==> config.mk <==
export PLATFORM = sky130hd
export DESIGN_NAME = booth_product_accumulator
export DESIGN_NICKNAME = d
export VERILOG_FILES = /design/src/rtl/booth_product_accumulator.sv
export SDC_FILE = /design/constraint.sdc
export NUM_CORES = 1
export LEC_CHECK = 0
export ABC_CLOCK_PERIOD_IN_PS = 3700
export CAP_MARGIN = 40
export CORE_UTILIZATION = 53
export CTS_CLUSTER_DIAMETER = 120
export DETAILED_ROUTE_END_ITERATION = 10
export PLACE_DENSITY_LB_ADDON = 0.15
export SYNTH_ARGS = -nofsm -noshare
export SYNTH_HDL_FRONTEND = slang
export SYNTH_SLANG_ARGS = --single-unit
export TNS_END_PERCENT = 100
==> constraint.sdc <==
create_clock -name clk -period 3.7 [get_ports clk]
set_input_delay 0.37 -clock clk [delete_from_list [all_inputs] [get_ports clk]]
set_output_delay 0.37 -clock clk [all_outputs]
set_load 0.05 [all_outputs]
==> src/rtl/booth_product_accumulator.sv <==
// booth_product_accumulator
//   Accumulates LEN consecutive signed 8-bit products from the Booth
//   multiplier into a signed ACC_W-bit sum. The finished sum is presented on
//   a held valid/ready handshake. Once the handshake completes, the block
//   clears itself for the next set of products.
//
//   Optional build macro: ACC_SATURATE_EN
//     defined   - a signed overflow clamps the accumulator to the most
//                 positive or most negative ACC_W-bit value
//     undefined - a signed overflow wraps in two's complement
//   The overflow flag is raised in both builds.
//
// Ports:
//   clk        in   rising-edge clock
//   rst_n      in   asynchronous active-low reset
//   clear      in   synchronous abort/clear; highest priority after reset
//   in_valid   in   product is valid this cycle
//   in_ready   out  block accepts a product this cycle (low in DONE)
//   product    in   signed 8-bit product
//   out_valid  out  out_sum holds a completed block result
//   out_ready  in   downstream accepts out_sum
//   out_sum    out  signed accumulated sum (running value while not valid)
//   overflow   out  sticky signed-overflow flag for the current block
//   count      out  products accepted in the current block
module booth_product_accumulator #(
  parameter int LEN   = 4,
  parameter int ACC_W = 12
) (
  input  logic             clk,
  input  logic             rst_n,
  input  logic             clear,
  input  logic             in_valid,
  output logic             in_ready,
  input  logic [7:0]       product,
  output logic             out_valid,
  input  logic             out_ready,
  output logic [ACC_W-1:0] out_sum,
  output logic             overflow,
  output logic [7:0]       count
);

  typedef enum logic [1:0] {IDLE, ACCUM, DONE} state_t;

  localparam logic [7:0] LAST_IDX = 8'(LEN - 1);

  state_t           state_reg, state_next;
  logic             live_reg;
  logic [ACC_W-1:0] acc_reg, acc_next;
  logic [7:0]       count_reg, count_next;
  logic             ovf_reg, ovf_next;

  logic [ACC_W-1:0] product_ext;
  logic [ACC_W-1:0] sum_raw;
  logic [ACC_W-1:0] sum_fixed;
  logic             add_ovf;
  logic             accept;
  logic             consume;

  // Signed overflow happens only when both operands have the same sign and
  // the result at ACC_W bits has the opposite sign.
  assign product_ext = {{(ACC_W-8){product[7]}}, product};
  assign sum_raw     = acc_reg + product_ext;
  assign add_ovf     = (acc_reg[ACC_W-1] == product[7]) &&
                       (sum_raw[ACC_W-1] != acc_reg[ACC_W-1]);

`ifdef ACC_SATURATE_EN
  // On overflow, clamp toward the sign the two operands shared.
  always_comb begin
    sum_fixed = sum_raw;
    if (add_ovf) begin
      sum_fixed = acc_reg[ACC_W-1] ? {1'b1, {(ACC_W-1){1'b0}}}
                                   : {1'b0, {(ACC_W-1){1'b1}}};
    end
  end
`else
  assign sum_fixed = sum_raw;
`endif

  // Clear overrides both the input and the output handshake.
  assign accept  = in_valid && in_ready && !clear;
  assign consume = out_valid && out_ready && !clear;

  // State register.
  always_ff @(posedge clk or negedge rst_n) begin
    if (!rst_n) begin
      state_reg <= IDLE;
    end else begin
      state_reg <= state_next;
    end
  end

  // Next-state logic.
  always_comb begin
    state_next = state_reg;
    if (clear) begin
      state_next = IDLE;
    end else begin
      case (state_reg)
        IDLE, ACCUM: begin
          if (accept) begin
            state_next = (count_reg == LAST_IDX) ? DONE : ACCUM;
          end
        end
        DONE: begin
          if (out_ready) begin
            state_next = IDLE;
          end
        end
        default: state_next = IDLE;
      endcase
    end
  end

  // Outputs. in_ready stays low while reset is held. It also stays low
  // until the first clock edge after reset is released, which live_reg tracks.
  always_comb begin
    in_ready  = live_reg && (state_reg != DONE);
    out_valid = (state_reg == DONE);
    out_sum   = acc_reg;
    overflow  = ovf_reg;
    count     = count_reg;
  end

  // Datapath next values.
  always_comb begin
    acc_next   = acc_reg;
    count_next = count_reg;
    ovf_next   = ovf_reg;
    if (clear || consume) begin
      acc_next   = '0;
      count_next = '0;
      ovf_next   = 1'b0;
    end else if (accept) begin
      acc_next   = sum_fixed;
      count_next = count_reg + 8'd1;
      ovf_next   = ovf_reg || add_ovf;
    end
  end

  always_ff @(posedge clk or negedge rst_n) begin
    if (!rst_n) begin
      live_reg  <= 1'b0;
      acc_reg   <= '0;
      count_reg <= '0;
      ovf_reg   <= 1'b0;
    end else begin
      live_reg  <= 1'b1;
      acc_reg   <= acc_next;
      count_reg <= count_next;
      ovf_reg   <= ovf_next;
    end
  end

endmodule

Yosys cells after proc, flatten, opt, wreduce, memory -nomap -nowiden. Cells that the tools add are included.

Register bits after elaboration: 24. Latch bits: 0. Memory bits (writable): 0. ROM bits: 0. Input bits: 13. Output and inout bits: 23. Word-level logic and storage cells: 39. Memories kept: 0.

Add/sub/neg operators: 2. Multipliers: 0. Divide/modulo/power cells: 0. Order comparisons: 0. Equal/unequal tests: 8. Shift operators: 0. Mux-type cells: 11. Bitwise gates (word level): 0. Reduce and logical (&&, ||, !) cells: 13.

Operators with widths (count): $mux W12 (2); $mux W8 (2); $add A12 B12 Y12 (1); $add A8 B1 Y8 const B (1); $eq A8 B2 Y1 const B (1); $mux W2 (4); $logic_and A1 B1 Y1 (6); $pmux W2 S2 (1); $ne A3 B2 Y1 const B (1); $ne A3 B3 Y1 const B (1); $eq A2 B1 Y1 const B (1); $eq A2 B2 Y1 const B (1); $logic_not A2 Y1 (1); $logic_or A1 B1 Y1 (2); $mux W1 (2); $ne A2 B2 Y1 const B (1); $reduce_and A2 Y1 (1); $reduce_bool A2 Y1 (1); $reduce_or A2 Y1 (1); $eq A1 B1 Y1 (1); $logic_not A1 Y1 (1); $ne A1 B1 Y1 (1).

Logic depth before layout (Yosys ltp). Gate-level depths: netlist of run 1.

Depth after elaboration: 7. Mapped depth: 8.

Worst setup path before layout of run 1. Ideal clock, no wire load.

Kind: register to register. From: register acc_reg[0], in the netlist out_sum[0]. To: register acc_reg[8], in the netlist out_sum[8]. Data arrival time: 2244 ps. Required time: 3632 ps. Setup slack: 1388 ps. Stages on the path, launching flop included: 9. Buffers on the path: 0. Period minus slack after synthesis: 2312 ps. Cells stage by stage: dfrtp_1 > ha_1 > fa_1 > a21o_1 > a21oi_1 > o21bai_1 > a31oi_1 > mux2_2 > nand2_1.

Cells in the longest elaborated chain, start to end: 3.

RTL lines: start, declared (RTL line 48) `logic [ACC_W-1:0] acc_reg, acc_next;`; start signal, assigned (RTL line 148) `acc_reg <= acc_next;`; $add A12 B12 Y12 (RTL line 62) `assign sum_raw = acc_reg + product_ext;`; $mux W12 (RTL line 133) `end else if (accept) begin`; $mux W12 (RTL line 129) `if (clear || consume) begin`.

Every way passes these cells. The select of a mux whose other input is x is not followed. A chain may end at the register's enable or synchronous reset.

Final worst setup path of run 1.
From: input port product[7]. To: register acc_reg[11], in the netlist out_sum[11].

Cells in the longest elaborated chain, start to end: 3.

RTL lines: start, declared (RTL line 34) `input logic [7:0] product,`; $add A12 B12 Y12 (RTL line 62); $mux W12 (RTL line 133); $mux W12 (RTL line 129).

Every way passes these cells. The select of a mux whose other input is x is not followed.

==> metrics.txt, run 1 <==
status=completed; worst path arrival time=2.66 ns; IO Pins=36; port bufs=35; Via Count=1410; Die Ht=56.50 um; power per cell area=360.0 nW/um2; Avg Vias per Cell=6.078; RSZ-0062 raised after global routing=false; Fill cells=211; top_reg_cell synth=dfrtp_1; Mapped Nets=188; clock sinks=24; TNS Setup=0 ns; Initial Util=56.59%; CP Data Required Time=3.95 ns; Clock Power Share=26.6%; FP Rows=19; share of layout cells above drive strength 1=8.458%; Hold Vio Cnt, Final=0; Detail Placement HPWL=2809 um; H-tree depth=1; GRT Util Overall=24.67%; VDD IR max=0.0002966 V; worst hold path type=in -> async; FMAX=415.2 MHz; Final Cell Area=2019 um2; clk buf depth=2; share of power burned in registers=40.4%; final WL=3695 um; antenna cells=0; worst-margin pin slew=0.5915 ns; global-route wire length before repair=6230 um; clock root cell=clkbuf_4; Setup crit start kind=input pin; P_int=0.0004808 W; Initial DRC Count=56; area grow syn2layout=28.30%; Final Cycle Share=65.10%; Routability Congestion=0.8893; core area=2781 um2; post_cts resized=0; DP Area=1967 um2; # DRC=0; final core utilization=72.60%; Avg Inst Size Synth=9.716 um2; TritonRoute pass-1 iters=4; Die Area=3192 um2; Cell Area, Synth=1574 um2; crit end category=flop; max cap viols=0; TritonCTS clock tree=built; sequential-to-total area share from yosys stat=38.16%; Net Switching=0.0002462 W; CTS Buf Count=3; Critical Path Fanout Max=8; Hold Buf Count CTS=0; switching share of power=33.86%; Largest register FFs=12; clock latency on the worst-skew pair=0.32 ns; max_slew headroom=60.44%; largest net degree at the start of global routing=16; async set or reset register ratio after synthesis=100.0%; Worst-path clk slew=0.14 ns; gate count of the mapped netlist=162; minimum clock period=2.409 ns; worst-case clock skew=0.001260 ns; initial antenna violation count=0; combinational share of power=33.0%; register bit count reported by yosys=24; EDFF count, synth=0; die width=56.50 um; number of library cell types mapped by synthesis=43; Final Slew Violations=0; Worst Path Class, Setup=in -> reg; GRT overflow=0; drt wl/cell=15.93 um; Pleak=0.9271 nW; final setup fails=0; vias in the first global route=1410; fin nets=228; yosys synthesis warning count=0; Post-CTS Setup Inserts=0; number of routed nets with antenna violations=0
[critical path, cell delays in order]
cell and delay (ns):
clkdlybuf4s50_1 0.58, ha_1 0.51, nand2_1 0.10, or4b_4 0.50
a21oi_2 0.16, nor3_1 0.10, xnor2_1 0.15, o211ai_1 0.20
[layout make-up]
type                       instances  area (um2)  area share (%)
multi-input combinational        129       924.6           45.79
clock inverter                     1       30.03           1.487
clock buffer                       3       22.52           1.115
inverter                           6       22.52           1.115
sequential                        24       600.6           29.74
tap                               31       38.79           1.921
timing repair buffer              38       380.4           18.84
[metal layers]
metal	GRT usage (%)	routed length, um
met5	0	0
met2	41.18	1763
met1	32.19	1733
met3	2.765	135
met4	10.80	63
[cell families after synthesis]
group | share of synthesized area (%)
simple gates | 19.55
compound gates | 19.55
buf+inv | 3.100
flops | 38.16
fa+ha+maj | 10.81
xor+xnor | 7.234
mux | 1.351
other cells | 0.2382
[power by group through the flow]
stage               Combinational [W]  Sequential [W]  Clock [W]
CTS                          0.000238        0.000294   0.000199
finish                       0.000240        0.000294   0.000194
floorplan                    0.000109        0.000346          0
global placement             0.000227        0.000297          0
detailed placement           0.000237        0.000298          0
global route                 0.000256        0.000296   0.000209
[stage by stage]
step / setup WS [ns] / hold WS (ns) / power, W / instances
final: 1.291 / 0.3988 / 0.0007270 / 232
after global routing: 1.167 / 0.4414 / 0.0007620 / 232
after CTS: 1.314 / 0.4172 / 0.0007307 / 232
after detailed placement: 0.9987 / 0.4505 / 0.0005351 / 228
after global placement: 1.074 / 0.4313 / 0.0005243 / 226
after floorplan: 1.388 / 0.07441 / 0.0004552 / 162
[placed cells by master, fill, tap and decap left out, types with 4 or more instances in the layout]
cell type / Yosys / layout
nor2_1: 9 / 9
a21o_1: 6 / 6
a22o_1: 4 / 4
nor3_1: 5 / 5
nand2_1: 17 / 17
a21oi_1: 7 / 7
o21ai_0: 8 / 8
dfrtp_1: 24 / 24
clkdlybuf4s50_1: 0 / 35
nand4_1: 5 / 5
xor2_1: 8 / 8
inv_1: 6 / 6
xnor2_1: 5 / 5
ha_1: 12 / 12
[synth_stat cells (2+ instances only)]
cell type / n / area, um2
xor2_1: 8 / 70.07
nand3_1: 3 / 15.01
nor2_1: 9 / 33.78
o211ai_1: 3 / 22.52
and4_1: 2 / 17.52
a21oi_2: 3 / 26.28
nor3_1: 5 / 25.02
inv_1: 6 / 22.52
a22o_1: 4 / 35.03
nor4_1: 2 / 12.51
ha_1: 12 / 150.1
dfrtp_1: 24 / 600.6
o21bai_1: 2 / 15.01
nor4b_1: 2 / 17.52
and3_1: 2 / 12.51
xnor2_1: 5 / 43.79
a21oi_1: 7 / 35.03
nand2_1: 17 / 63.81
nand3b_1: 2 / 15.01
buf_6: 2 / 22.52
nor2b_1: 3 / 18.77
nand4_1: 5 / 31.28
o21ai_0: 8 / 40.04
a21o_1: 6 / 45.04
o31ai_1: 2 / 15.01
[path summary, 6_finish.rpt]
check / startpoint / end / slack, ns / depth (start not counted)
min: rst_n / out_sum[4]$_DFFE_PN0P_ / 0.40 / 1
max: product[7] / out_sum[11]$_DFFE_PN0P_ / 1.29 / 8
max reg2reg: out_sum[0]$_DFFE_PN0P_ / out_sum[8]$_DFFE_PN0P_ / 1.49 / 8
min reg2reg: state_reg[1]$_DFFE_PN0P_ / state_reg[0]$_DFFE_PN0P_ / 0.48 / 1
max in group asynchronous: rst_n / count[7]$_DFFE_PN0P_ / 2.81 / 2
min in group clk: state_reg[1]$_DFFE_PN0P_ / state_reg[0]$_DFFE_PN0P_ / 0.48 / 1
Power figures use the tool's default switching activity.
==> run 2, diff against run 1 <==
--- a/config.mk
+++ b/config.mk
@@ -5,9 +5,9 @@
 export SDC_FILE = /design/constraint.sdc
 export NUM_CORES = 1
 export LEC_CHECK = 0
-export ABC_CLOCK_PERIOD_IN_PS = 3700
+export ABC_CLOCK_PERIOD_IN_PS = 2250
 export CAP_MARGIN = 40
-export CORE_UTILIZATION = 53
+export CORE_UTILIZATION = 50
 export CTS_CLUSTER_DIAMETER = 120
 export DETAILED_ROUTE_END_ITERATION = 10
 export PLACE_DENSITY_LB_ADDON = 0.15
==> constraint.sdc (replaced) <==
create_clock -name clk -period 2.25 [get_ports clk]
set_input_delay 0.225 -clock clk [delete_from_list [all_inputs] [get_ports clk]]
set_output_delay 0.225 -clock clk [all_outputs]
set_load 0.05 [all_outputs]
==> run 2 against run 1 <==
Sequential power grew 64%. Wire length shrank 1.0%. First-iteration DRC count fell by 36%. Count of clock-buffer cells in the layout unchanged. Setup slack got worse by 1.2 ns. Via count increased by 2.4%. Largest cell class unchanged. Largest power group unchanged. Highest routed layer unchanged.
==> metrics.txt, run 2 (synthesis gave the netlist of run 1 again) <==
status=completed; most common cell after layout, fill and taps aside=clkdlybuf4s50_1; RSZ-0062 raised after global routing=false; post_cts resized=0; worst hold path type=in -> async; Hold Vio Cnt, Final=0; FP Rows=19; H-tree depth=1; Worst-path clk slew=0.14 ns; VDD IR max=0.0003604 V; reg2reg path depth=8; port bufs=35; CP Data Required Time=2.03 ns; power per cell area=569.2 nW/um2; crit end category=primary output; Setup crit start kind=flop; max_slew headroom=52.76%; die width=58.11 um; largest net degree at the start of global routing=25; # DRC=0; initial antenna violation count=0; Hold Buf Count CTS=0; Initial DRC Count=36; area grow syn2layout=36.41%; TritonRoute pass-1 iters=4; final setup fails=0; Routability Congestion=0.8322; minimum clock period=2.138 ns; CTS Buf Count=3; Worst path slowest cell=clkdlybuf4s50_1; Via Count=1444; Detail Placement HPWL=2858 um; Pleak=0.9949 nW; Die Area=3376 um2; Post-CTS Setup Inserts=0; Worst Path Class, Setup=reg -> out; Finished Layout Cells=258; worst path arrival time=1.91 ns; Initial Util=54.72%; Avg Vias per Cell=5.597; drt wl/cell=14.18 um; Final Slew Violations=0; GRT Util Overall=23.85%; FF-to-FF End=out_sum[8]$_DFFE_PN0P_; GRT overflow=0; share of layout cells above drive strength 1=16.20%; Critical Path Fanout Max=5; final core utilization=74.64%; global-route wire length before repair=6203 um; Fill cells=229; FF-to-FF setup slack=0.13 ns; Largest register FFs=12; worst hold slack=0.2490 ns; critical path, cell by cell=nor2b_1 > clkdlybuf4s50_1; worst-margin pin slew=0.7061 ns; clk buf depth=2; vias in the first global route=1438; worst-case clock skew=0.008164 ns; worst r2r src=out_sum[0]$_DFFE_PN0P_; most frequent cells in the layout=clkdlybuf4s50_1 (35), dfrtp_1 (23), buf_4 (18); slowest cell delay on critical path=0.87 ns; core area=2877 um2; cell total after placement=254; clock root cell=clkbuf_4; final WL=3658 um; FMAX=467.7 MHz; fin nets=243; number of routed nets with antenna violations=0; CP delay by family, top=buffers and inverters; TritonCTS clock tree=built; clock latency on the worst-skew pair=0.32 ns; max cap viols=0; Final Cycle Share=95.02%; antenna cells=0; clock sinks=24; worst path bufs/invs=1; IO Pins=36; Die Ht=58.11 um
run 2: cell count changes in the layout (fill, tap and decap cells not counted):
cell / previous run / this run
a21oi_2: 3 / 5
dfrtp_1: 24 / 23
dfrtp_2: 0 / 1
buf_8: 1 / 0
a21oi_1: 7 / 5
buf_4: 2 / 18
run 2: area by class of cell:
class | instances | area (um2) | area share [%]
Tap cell | 42 | 52.55 | 2.448
Clock buffer | 3 | 22.52 | 1.049
Sequential cell | 24 | 601.8 | 28.03
Inverter | 6 | 22.52 | 1.049
Multi-Input combinational cell | 129 | 932.1 | 43.41
Clock inverter | 1 | 30.03 | 1.399
Timing Repair Buffer | 53 | 485.5 | 22.61
run 2: worst register-to-register path, stage by stage (launching register included):
cell and delay (ns):
dfrtp_2 0.44, ha_1 0.21, fa_1 0.39, a21o_1 0.18
a21oi_2 0.17, o21bai_1 0.12, a31oi_1 0.17, mux2_2 0.35
nand2_1 0.05
run 2: worst max-delay path by stage:
stage                                   startpoint                       to  slack [ns]  cells past startpoint
final                     state_reg[0]$_DFFE_PN0P_                out_valid        0.11                      2
after CTS                   out_sum[0]$_DFFE_PN0P_  out_sum[10]$_DFFE_PN0P_        0.08                      8
after floorplan             out_sum[5]$_DFFE_PN0P_  out_sum[11]$_DFFE_PN0P_        0.01                      7
after detailed placement                product[0]  out_sum[10]$_DFFE_PN0P_       -0.14                      9
after global routing        out_sum[5]$_DFFE_PN0P_  out_sum[11]$_DFFE_PN0P_        0.01                      7
after global placement                  product[0]  out_sum[10]$_DFFE_PN0P_       -0.09                      9
run 2: stage by stage:
stage	area [um2]	total power, W	setup TNS [ns]	setup WS [ns]
after floorplan	1575	0.0007488	0	0.01352
after global placement	2087	0.0009004	-0.2556	-0.09384
after detailed placement	2087	0.0009122	-0.4999	-0.1358
after CTS	2140	0.001228	0	0.08395
after global routing	2147	0.001286	0	0.01034
final	2147	0.001222	0	0.1121
run 2: routing by layer:
metal | GRT usage (%) | share of wire, % | up-vias
met4 | 10.88 | 2.5 | 0
met5 | 0 | 0 | -
met2 | 39.41 | 48 | 46
met3 | 3.348 | 3.4 | 12
met1 | 31.01 | 46 | 682
li1 | - | - | 704
run 2: power breakdown:
part | internal, W | leakage, nW | switching (W)
clock | 0.000180 | 0.0279 | 0.000133
combinational | 0.000182 | 0.643 | 0.000245
sequential | 0.000457 | 0.324 | 0.0000253
total | 0.000819 | 0.995 | 0.000403
